**src/rtl/det_ctrl_pkg.sv**
```systemverilog
//------------------------------------------------------------------------------
// det_ctrl_pkg : shared types, defaults and helpers for detector_stream_ctrl
// Rev 1.0
//------------------------------------------------------------------------------
`default_nettype none

package det_ctrl_pkg;

    localparam int DEF_PAT_W = 16;
    localparam int DEF_LEN_W = 5;
    localparam int DEF_CNT_W = 5;

    typedef enum logic [2:0] {
        IDLE  = 3'd0,
        CLEAR = 3'd1,
        SHIFT = 3'd2,
        DRAIN = 3'd3,
        DONE  = 3'd4
    } state_t;

    function automatic int unsigned clamp_len(input int unsigned len, input int unsigned max_len);
        return (len > max_len) ? max_len : len;
    endfunction

endpackage

`default_nettype wire

```
**src/rtl/rr_arbiter2.sv**
```systemverilog
//------------------------------------------------------------------------------
// rr_arbiter2 : two-way round-robin arbiter holding the last-served pointer
// Rev 1.0
//------------------------------------------------------------------------------
`default_nettype none

module rr_arbiter2 (
    input  logic       clk,
    input  logic       reset,
    input  logic [1:0] req,
    input  logic       take,
    output logic       gnt_idx,
    output logic       gnt_any
);

    logic r_last;

    always_comb begin
        gnt_any = |req;
        if (req == 2'b11) begin
            gnt_idx = ~r_last;
        end else begin
            gnt_idx = req[1];
        end
    end

    // Last-served starts at 1 so requester 0 wins the first contention
    always_ff @(posedge clk) begin
        if (reset) begin
            r_last <= 1'b1;
        end else if (take && gnt_any) begin
            r_last <= gnt_idx;
        end
    end

endmodule

`default_nettype wire

```
**src/rtl/detector_stream_ctrl.sv**
```systemverilog
//------------------------------------------------------------------------------
// detector_stream_ctrl : shares one serial sequence detector between two
// requesters, shifting each pattern LSB first and counting detector matches.
// Rev 1.0
//------------------------------------------------------------------------------
`default_nettype none

module detector_stream_ctrl
    import det_ctrl_pkg::*;
#(
    parameter int PAT_W = DEF_PAT_W,
    parameter int LEN_W = DEF_LEN_W,
    parameter int CNT_W = DEF_CNT_W
) (
    input  logic             clk,
    input  logic             reset,
    input  logic [1:0]       req,
    input  logic [PAT_W-1:0] pat0,
    input  logic [PAT_W-1:0] pat1,
    input  logic [LEN_W-1:0] len0,
    input  logic [LEN_W-1:0] len1,
    output logic [1:0]       gnt,
    output logic             det_clr,
    output logic             det_en,
    output logic             det_w,
    input  logic             det_z,
    output logic             busy,
    output logic             done,
    output logic             done_id,
    output logic [CNT_W-1:0] match_cnt
);

    state_t           r_state;
    state_t           w_next;
    logic [1:0]       r_gnt;
    logic [1:0]       w_gnt_n;
    logic             r_det_clr, w_clr_n;
    logic             r_det_en, w_en_n;
    logic             r_det_w, w_w_n;
    logic             r_busy, w_busy_n;
    logic             r_done, w_done_n;
    logic             r_done_id;
    logic             r_q;
    logic             r_id;
    logic [PAT_W-1:0] r_pat;
    logic [LEN_W-1:0] r_len;
    logic [LEN_W-1:0] r_idx;
    logic [CNT_W-1:0] r_cnt;
    logic             w_take;
    logic             w_arb_idx;
    logic             w_arb_any;
    logic             w_accept;
    logic [PAT_W-1:0] w_pat_sel;
    logic [LEN_W-1:0] w_len_sel;
    logic [LEN_W-1:0] w_len_clamped;

    rr_arbiter2 u_arb (
        .clk     (clk),
        .reset   (reset),
        .req     (req),
        .take    (w_take),
        .gnt_idx (w_arb_idx),
        .gnt_any (w_arb_any)
    );

    // The grant decided on the previous edge is being presented this cycle
    assign w_accept      = (r_state == IDLE) && (r_gnt != 2'b00);
    assign w_pat_sel     = r_gnt[1] ? pat1 : pat0;
    assign w_len_sel     = r_gnt[1] ? len1 : len0;
    assign w_len_clamped = LEN_W'(clamp_len(32'(w_len_sel), 32'(PAT_W)));

    always_comb begin
        w_next   = r_state;
        w_gnt_n  = 2'b00;
        w_clr_n  = 1'b0;
        w_en_n   = 1'b0;
        w_w_n    = 1'b0;
        w_done_n = 1'b0;
        w_take   = 1'b0;
        case (r_state)
            IDLE: begin
                if (r_gnt != 2'b00) begin
                    w_next  = CLEAR;
                    w_clr_n = 1'b1;
                end else if (w_arb_any) begin
                    w_take  = 1'b1;
                    w_gnt_n = w_arb_idx ? 2'b10 : 2'b01;
                end
            end
            CLEAR: begin
                if (r_len == '0) begin
                    w_next = DRAIN;
                end else begin
                    w_next = SHIFT;
                    w_en_n = 1'b1;
                    w_w_n  = r_pat[0];
                end
            end
            SHIFT: begin
                if (r_idx == r_len) begin
                    w_next = DRAIN;
                end else begin
                    w_en_n = 1'b1;
                    w_w_n  = r_pat[0];
                end
            end
            DRAIN: begin
                w_next   = DONE;
                w_done_n = 1'b1;
            end
            DONE: begin
                // Decide here so the grant lands in the IDLE cycle right after DONE
                w_next = IDLE;
                if (w_arb_any) begin
                    w_take  = 1'b1;
                    w_gnt_n = w_arb_idx ? 2'b10 : 2'b01;
                end
            end
            default: begin
                w_next = IDLE;
            end
        endcase
        w_busy_n = (w_next != IDLE);
    end

    always_ff @(posedge clk) begin
        if (reset) begin
            r_state   <= IDLE;
            r_gnt     <= 2'b00;
            r_det_clr <= 1'b1;
            r_det_en  <= 1'b0;
            r_det_w   <= 1'b0;
            r_busy    <= 1'b0;
            r_done    <= 1'b0;
            r_done_id <= 1'b0;
            r_q       <= 1'b0;
            r_id      <= 1'b0;
            r_pat     <= '0;
            r_len     <= '0;
            r_idx     <= '0;
            r_cnt     <= '0;
        end else begin
            r_state   <= w_next;
            r_gnt     <= w_gnt_n;
            r_det_clr <= w_clr_n;
            r_det_en  <= w_en_n;
            r_det_w   <= w_w_n;
            r_busy    <= w_busy_n;
            r_done    <= w_done_n;
            r_q       <= r_det_en;
            if (w_accept) begin
                r_pat <= w_pat_sel;
                r_len <= w_len_clamped;
                r_id  <= r_gnt[1];
                r_idx <= '0;
                r_cnt <= '0;
            end else begin
                if (w_en_n) begin
                    r_pat <= {1'b0, r_pat[PAT_W-1:1]};
                    r_idx <= r_idx + LEN_W'(1);
                end
                // q lines up with the detector output produced by the previous enabled bit
                if (r_q && det_z && (r_cnt != '1)) begin
                    r_cnt <= r_cnt + CNT_W'(1);
                end
            end
            if (r_state == DRAIN) begin
                r_done_id <= r_id;
            end
        end
    end

    assign gnt       = r_gnt;
    assign det_clr   = r_det_clr;
    assign det_en    = r_det_en;
    assign det_w     = r_det_w;
    assign busy      = r_busy;
    assign done      = r_done;
    assign done_id   = r_done_id;
    assign match_cnt = r_cnt;

endmodule

`default_nettype wire

```
**config.mk**
```make
export PLATFORM = sky130hd
export DESIGN_NAME = detector_stream_ctrl
export DESIGN_NICKNAME = d
export VERILOG_FILES = /design/src/rtl/det_ctrl_pkg.sv /design/src/rtl/rr_arbiter2.sv /design/src/rtl/detector_stream_ctrl.sv
export SDC_FILE = /design/constraint.sdc
export NUM_CORES = 1
export LEC_CHECK = 0
export CORE_ASPECT_RATIO = 0.8
export CORE_MARGIN = 2
export CORE_UTILIZATION = 25
export DETAILED_ROUTE_END_ITERATION = 7
export MAX_ROUTING_LAYER = met4
export PLACE_DENSITY = 0.44
export RECOVER_POWER = 50
export SKIP_LAST_GASP = 1
export SLEW_MARGIN = 20
export SYNTH_ARGS = -nofsm -noshare
export SYNTH_HDL_FRONTEND = slang
export SYNTH_SLANG_ARGS = --single-unit
export TNS_END_PERCENT = 5
```
**constraint.sdc**
```tcl
create_clock -name clk -period 2 [get_ports clk]
set_input_delay 0.2 -clock clk [delete_from_list [all_inputs] [get_ports clk]]
set_output_delay 0.2 -clock clk [all_outputs]
set_load 0.05 [all_outputs]
```
==> run_results.csv, run 1 <==
group,metric,value,unit
clock_tree,cts-buffers-inserted,5,
floorplanning,die_area,9496,µm²
timing,relSlewSlack,57.57,%
timing,finalSetupViolations,0,
floorplanning,ioPinCount,60,
pwr,ir_drop,0.4199,mV
timing,holdWs,0.4685,ns
timing,skew,0.005628,ns
worst_setup_path,worstSetupPathType,"flip-flop to flip-flop",
route,dr_total_vias,1828,
timing,grt_setup_unrepaired,"yes",
worst_setup_path,critPathCaptureType,"flip-flop",
grt,grt_max_degree,41,
synthesis,syn-num-nets,280,
cells_and_area,layout-drive-gt1-share,7.612,%
floorplanning,floorplan.initialDensity,25.72,%
synthesis,synthDistinctLibCells,44,
grt,grt.total_usage,11.66,%
clock_tree,cts_root_buf,"clkbuf_8",
synthesis,avgSynthCellArea,9.487,µm²
route,drtIter0Drc,48,
placement,hpwl,3734,µm
placement,port_buffers,59,
grt,grt-ovfl-total,0,
clock_tree,insertion_delay,0.29,ns
timing,slew_viol_final,0,
worst_setup_path,start_kind,"flip-flop",
pwr,p_per_area,1049,nW/µm²
synthesis,synth-seq-cells,45,
worst_setup_path,cp.required,2.21,ns
timing,fmax,0.5214,GHz
cells_and_area,utilization,35.21,%
cells_and_area,fin_nets,340,
synthesis,yosysSeqAreaShare,41.28,%
grt,grt_pass1_vias,1724,
timing,period_needed,1.918,ns
floorplanning,std_cell_rows,30,
clock_tree,cts_tree,"built",
synthesis,ys_warn_count,0,
clock_tree,cts.sinks,45,
route,viasPerCell,4.559,
route,dr.pass1.iters,4,
cells_and_area,diodes,0,
floorplanning,fp.dieH,87.56,µm
route,wl,5252,µm
pwr,total_power,3.133,mW
route,antenna_left,0,
worst_setup_path,crit_fanout,11,
placement,dp_slack,0.06411,ns
floorplanning,die_width,108.5,µm
flow_run,cap_violations,0,
cells_and_area,area_growth,36.87,%
hold_path,hp-start,"det_en",
outcome,status,"finished clean",
route,drc,0,
synthesis,netlist_instances,230,
worst_setup_path,startpoint,"r_len[1]",
placement,place.gp.congestion,0.7375,
clock_tree,clk_pin_slew,0.08,ns
clock_tree,ctsHoldBuffers,0,
floorplanning,core-area,8483,µm²
worst_setup_path,worstPathArrival,2.13,ns
synthesis,syn_area,2182,µm²
pwr,p_leak,1.091,nW
grt,antenna_found_initial,0,
grt,grt_pass1_wl,8507,µm
timing,worst_slack,0.08193,ns
timing,hold_violations,0,
timing,fin_crit_sh,95.90,%
hold_path,hp-class,"flip-flop to flip-flop",
route,routedWlPerCell,13.10,µm
clock_tree,cts_buffer_depth,2,
timing,max_slew.worst_pin.slew,0.6306,ns
clock_tree,htree_levels,2,
worst_setup_path,rr_startpoint,"r_len[1]",
==> cells by family (layout without fill, tap and decap cells) <==
group	after synthesis	count (layout)	share of synthesized area, %
xor gates and xnor gates	10	10	4.014
adders and majority gates	3	3	1.720
and+or+nand+nor	79	80	20.30
muxes	25	25	11.53
buffers and inverters	19	77	4.300
AOI/OAI and AO/OA	49	49	16.86
DFF	45	45	41.28
==> layer usage <==
metal,routed length [µm],part of all wire [%],vias to the layer above,global-route usage [%]
met5,0,0,-,-
met4,24,0.46,0,2.797
met3,238,4.5,2,2.753
met2,2082,40,40,15.74
met1,2906,55,826,17.28
li1,-,-,960,-
==> per-stage QoR <==
stage	cell area, µm²	std cells	setup TNS, ns
after detailed placement	2909	394	0
final	2987	401	0
after global routing	2987	401	-0.03904
after CTS	2983	400	0
after floorplan	2183	230	0
after global placement	2909	394	0
==> final timing paths <==
check,to,slack (ns),depth (start not counted)
hold reg to reg,r_q,0.47,1
hold / removal,r_q,0.47,1
setup / recovery,r_pat[2],0.08,5
setup reg to reg,r_pat[2],0.08,5
==> layout by cell type (no fill, tap or decap), types with 3 or more instances in the layout <==
master / n
dlygate4sd3_1: 10
nand2_1: 18
ha_1: 3
buf_4: 7
o21ai_0: 3
nor2_1: 15
a211oi_1: 31
nand4_1: 3
xor2_1: 7
nor3_1: 9
clkbuf_8: 5
nor2b_1: 16
xnor2_1: 3
mux2i_1: 24
dfxtp_1: 45
a21oi_1: 5
nor4_1: 3
clkdlybuf4s50_1: 48
==> sequential cells by signal, indices dropped and copies added (netlist names) <==
register	flops
busy	1
det_w	1
done_id	1
done	1
r_state	3
u_arb.r_last	1
r_id	1
r_idx	5
det_clr	1
r_pat	16
r_len	5
det_en	1
gnt	2
match_cnt	5
r_q	1
==> power breakdown <==
part / internal [mW] / switching (mW) / total [mW]
Sequential: 1.12 / 0.130 / 1.25
Combinational: 0.591 / 0.772 / 1.36
Clock: 0.230 / 0.286 / 0.516
==> critical path, stage by stage (launching register included) <==
cell and delay, ns:
dfxtp_1 0.33, or4_4 0.56, o21ai_4 0.22, nand3_2 0.30, mux2i_1 0.21, a211oi_1 0.22
==> timing repair <==
| item | in CTS | in global routing |
|---|---|---|
| buffers inserted | 0 | 0 |
| gates resized for setup | 0 | 1 |
| endpoints found under the setup margin | 0 | 16 |
==> cells in the mapped netlist (all sizes together) <==
master / number / area (µm²)
mux2i: 24 / 240.2
nor4: 3 / 25.02
nor2b: 16 / 100.1
o41a: 1 / 11.26
nand2b: 2 / 12.51
clkbuf: 9 / 33.78
or3: 1 / 6.260
nand4: 3 / 18.77
nor2: 15 / 56.30
nor3: 9 / 45.04
nor3b: 2 / 25.02
o21ai: 5 / 36.28
buf: 7 / 48.79
o211ai: 1 / 7.510
a31oi: 1 / 6.260
o22a: 1 / 8.760
a21oi: 5 / 25.02
or2: 1 / 6.260
a2111oi: 1 / 8.760
or4: 3 / 26.27
inv: 2 / 7.510
or4b: 1 / 10.01
xor2: 7 / 61.31
mux2: 1 / 11.26
nand2: 18 / 67.56
nand3: 2 / 22.52
a31o: 1 / 8.760
a211oi: 31 / 232.7
and3: 2 / 12.51
clkinv: 1 / 3.750
nor4b: 1 / 8.760
ha: 3 / 37.54
a221o: 1 / 10.01
xnor2: 3 / 26.28
o31ai: 1 / 12.51
dfxtp: 45 / 900.9
==> final cells by class <==
class | count | area [µm²]
multi-input combinational | 167 | 1200
sequential | 45 | 900.9
tap | 112 | 140.1
timing repair buffer | 68 | 660.6
fill | 903 | 5497
clock buffer | 5 | 68.82
inverter | 3 | 11.26
clock inverter | 1 | 5.005
No activity file was read; power rests on OpenSTA's default activity.
==> run 2: changes to the inputs <==
--- a/config.mk
+++ b/config.mk
@@ -9,10 +9,10 @@
 export CORE_MARGIN = 2
 export CORE_UTILIZATION = 25
 export DETAILED_ROUTE_END_ITERATION = 7
+export HOLD_SLACK_MARGIN = 0.02
 export MAX_ROUTING_LAYER = met4
 export PLACE_DENSITY = 0.44
 export RECOVER_POWER = 50
-export SKIP_LAST_GASP = 1
 export SLEW_MARGIN = 20
 export SYNTH_ARGS = -nofsm -noshare
 export SYNTH_HDL_FRONTEND = slang
==> constraint.sdc (replaced) <==
create_clock -name clk -period 1.8 [get_ports clk]
set_input_delay 0.18 -clock clk [delete_from_list [all_inputs] [get_ports clk]]
set_output_delay 0.18 -clock clk [all_outputs]
set_load 0.05 [all_outputs]
==> run_results.csv, run 2 (synthesis gave the netlist of run 1 again) <==
group,metric,value,unit
route,viasPerCell,4.461,
outcome,status,"finished clean",
timing,period_needed,1.763,ns
cells_and_area,post-route-cell-area,3049,µm²
cells_and_area,mostFrequentLayoutCells,"clkdlybuf4s50_1, dfxtp_1, a211oi_1, mux2i_1, nand2_1",
placement,port_buffers,59,
timing,fmax,0.5673,GHz
hold_path,hold_depth,3,
cells_and_area,final_common_cell,"clkdlybuf4s50_1",
clock_tree,insertion_delay,0.30,ns
pwr,ir_drop,0.4426,mV
flow_run,cap_violations,0,
timing,slew_viol_final,0,
floorplanning,die_area,9496,µm²
timing,finalSetupViolations,0,
worst_setup_path,r2r-end,"r_pat[11]",
route,drtIter0Drc,76,
pwr,p_per_area,1180,nW/µm²
route,wl,4974,µm
timing,skew,0.009784,ns
placement,place.gp.congestion,0.7146,
floorplanning,ioPinCount,60,
clock_tree,ctsHoldBuffers,0,
clock_tree,cts_root_buf,"clkbuf_8",
floorplanning,floorplan.initialDensity,25.72,%
grt,grt-ovfl-total,0,
cells_and_area,fin_nets,347,
clock_tree,clk_pin_slew,0.09,ns
route,dr_total_vias,1829,
grt,grt_max_degree,41,
timing,fin_crit_sh,97.92,%
worst_setup_path,worstPathArrival,1.97,ns
hold_path,min_to,"gnt[1]",
pwr,p_leak,1.100,nW
timing,relSlewSlack,50.99,%
worst_setup_path,start_kind,"flip-flop",
grt,grt_pass1_vias,1752,
floorplanning,fp.dieH,87.56,µm
worst_setup_path,rr_startpoint,"r_len[1]",
clock_tree,cts_tree,"built",
hold_path,hp-start,"req[1]",
route,drc,0,
cells_and_area,largest_reg_flops,16,
route,routedWlPerCell,12.13,µm
cells_and_area,utilization,35.94,%
worst_setup_path,critPathCaptureType,"flip-flop",
clock_tree,cts.sinks,45,
placement,hpwl,3805,µm
worst_setup_path,ff2ff_path_depth,6,
timing,max_slew.worst_pin.slew,0.7352,ns
cells_and_area,layout-drive-gt1-share,10.07,%
clock_tree,cts-buffers-inserted,5,
timing,grt_setup_unrepaired,"yes",
timing,holdWs,0.4387,ns
cells_and_area,diodes,0,
worst_setup_path,reg2reg_slack,0.04,ns
clock_tree,cts_buffer_depth,2,
worst_setup_path,worst_path_largest_cell_delay,0.55,ns
worst_setup_path,crit_fanout,23,
cells_and_area,regMostFlops,"r_pat",
worst_setup_path,worstSetupPathType,"flip-flop to flip-flop",
floorplanning,core-area,8483,µm²
placement,placed_cell_area,2987,µm²
worst_setup_path,worstPathCellList,"or4_4, o21ai_4, nand3_4, buf_12, mux2i_1, a211oi_1",
worst_setup_path,cpMaxStageDelayCell,"or4_4",
timing,worst_slack,0.03741,ns
route,antenna_left,0,
grt,antenna_found_initial,0,
placement,dp_slack,0.03258,ns
grt,grt_pass1_wl,8245,µm
route,dr.pass1.iters,4,
worst_setup_path,startpoint,"r_len[1]",
floorplanning,std_cell_rows,30,
clock_tree,htree_levels,2,
worst_setup_path,cp.required,2.01,ns
cells_and_area,area_growth,39.74,%
timing,hold_violations,0,
grt,grt.total_usage,11.36,%
floorplanning,die_width,108.5,µm
hold_path,hp-class,"input pin to flip-flop",
run 2: how the worst max path moves through the flow:
stage | endpoint | slack, ns | depth (start not counted)
floorplan | match_cnt[3] | -0.001 | 7
global placement | r_pat[1] | 0.08 | 6
CTS | r_pat[6] | 0.03 | 6
detailed placement | r_pat[8] | 0.03 | 6
finish | r_pat[11] | 0.04 | 6
global route | r_pat[6] | -0.03 | 6
run 2: what timing repair did:
action | in CTS | in global routing
buffers inserted | 0 | 0
gates resized for setup | 0 | 1
setup endpoints to repair | 0 | 14
run 2: worst max-delay path: cells and delay by family, from the launching register on:
| family | cells | cell delay (ns) |
|---|---|---|
| buffers and inverters | 1 | 0.19 |
| flip-flops | 1 | 0.32 |
| AND/OR/NAND/NOR | 2 | 0.65 |
| AO/OA/AOI/OAI | 2 | 0.39 |
| multiplexers | 1 | 0.12 |
run 2: stage by stage:
step                      cells  total power [mW]   TNS (ns)
after detailed placement    402             3.067          0
after floorplan             230             2.511  -0.001017
after CTS                   410             3.687          0
after global routing        410             3.875    -0.1611
final                       410             3.597          0
after global placement      402             3.065          0
run 2: report_power, final:
part | switching, mW | internal (mW) | total [mW]
logic | 0.841 | 0.752 | 1.59
clock network | 0.333 | 0.275 | 0.608
registers | 0.143 | 1.25 | 1.40
total | 1.32 | 2.28 | 3.60
run 2: final cells by class:
type | instances | area, µm²
repair buffers | 76 | 725.7
multi-input cells | 166 | 1181
flip-flops and latches | 45 | 907.1
well taps | 112 | 140.1
clock buffers | 7 | 76.32
inverters | 3 | 11.26
clock inverters | 1 | 7.507
fillers | 879 | 5434
run 2: layer usage:
layer	wire [µm]	share of wire, %	vias up	global-route usage, %
met3	210	4.2	5	2.902
met4	36	0.72	0	3.147
met1	2688	54	806	15.88
li1	-	-	979	-
met5	0	0	-	-
met2	2039	41	39	16.14
==> variant: new RTL, settings of run 2 <==
The package constant `DEF_LEN_W` goes from 5 to 10.
--- a/src/rtl/det_ctrl_pkg.sv
+++ b/src/rtl/det_ctrl_pkg.sv
@@ -8,5 +8,5 @@
 
     localparam int DEF_PAT_W = 16;
-    localparam int DEF_LEN_W = 5;
+    localparam int DEF_LEN_W = 10;
     localparam int DEF_CNT_W = 5;
 
Interface: changed (resized len0 and len1); port bits go from 60 to 70. No check against the original RTL was run, so the function may have changed too.
==> variant against run 2 <==
The flow now finishes with violations (negative setup slack). Cell area increased by 33%. Hold slack improved by 0.021 ns. Maximum frequency decreased by 4.0%. Non-clock buffer count increased by 32. Sequential cell count increased by 10. Worst setup slack got worse by 0.073 ns. Routed wire length increased by 50%. Final cell count increased by 31%. Power increased by 15%. Area after synthesis increased by 24%. Clock skew decreased by 0.0035 ns. Critical endpoint is now r_idx[5]. Largest cell class unchanged. Highest routed layer unchanged.
==> variant: results (changes against run 2) <==
yosys:
  ys_seq_area_share_pct: 40.6  # -0.66 points
  synthMuxAreaShare_pct: 9.83  # -1.7 points
  synthTopCellsByCount: "dfxtp_1 (55), a21oi_1 (29), nor2_1 (24)"
  synth-xor-area-share_pct: 4.20  # +0.19 points
  synth_fa_ha_area_share_pct: 1.39  # -0.34 points
  yosysUniqueCellTypes: 45  # +2.3%
  synth_nets: 364  # +30%
  synth_compound_area_share_pct: 18.8  # +2.0 points
global_routing:
  grt_pass1_wl_microns: 12500  # +52%
  grt_usage_pct: 13.7  # +2.4 points
  grt_start_max_net_pins: 32  # -22%
  grt_pass1_vias: 2518  # +44%
timing:
  tightest_slew_ns: 0.836  # +0.101 ns
  worst_slack_ns: -0.0358  # -0.0732 ns
  setup_viol_count_final: 6  # +6
  fin_skew_ns: 0.00628  # -0.00351 ns
pwr:
  vdd_drop_max_mv: 0.371  # -16%
  clkPwrFrac_pct: 22.8  # +5.9 points
  switching_share_pct: 34.0  # -2.7 points
placement:
  gp_congestion: 0.771  # +7.9%
  hpwl_microns: 5490  # +44%
  placed_area_sq_mm: 0.00379  # +27%
  place_inst: 528  # +31%
finish:
  fillers: 1073  # +22%
  instances_no_fill: 538  # +31%
  drive_gt1_share_pct: 21.4  # +11 points
  nets: 457  # +32%
cts:
  cts_resized: 21  # +21
  post_cts_buffers: 2  # +2
status:
  status: "complete, but fails checks"
  violations: "negative setup slack"
critical_path:
  path_max_fanout: 9  # -61%
detailed_routing:
  wl_per_cell_microns: 13.9  # +15%
-- variant: layout make-up --
type,instances,area (sq um),area share (%)
clock inverter,3,15.0,0.370
tap,140,175,4.31
sequential,55,1110,27.4
inverter,2,7.51,0.185
multi-input combinational,225,1630,40.2
clock buffer,5,125,3.08
timing repair buffer,108,990,24.4
-- variant: routing by layer --
layer	part of all wire, %	global-route usage (%)
met5	0	-
met3	5.4	3.05
met1	50	19.2
met2	43	19.9
met4	1.3	3.94
-- variant: worst paths after layout --
kind	depth (start not counted)	slack (ns)	from	to
setup reg to reg	6	-0.04	r_idx[1]	r_idx[5]
hold / removal	2	0.46	r_id	r_id
setup / recovery	6	-0.04	r_idx[1]	r_idx[5]
hold reg to reg	2	0.46	r_id	r_id
-- variant: worst max-delay path, cell delays in order (launching register included) --
cell      delay, ns
dfxtp_1        0.42
xor2_2         0.21
nor4_4         0.09
a311o_1        0.38
buf_4          0.20
a2111o_1       0.40
o21ai_0        0.06
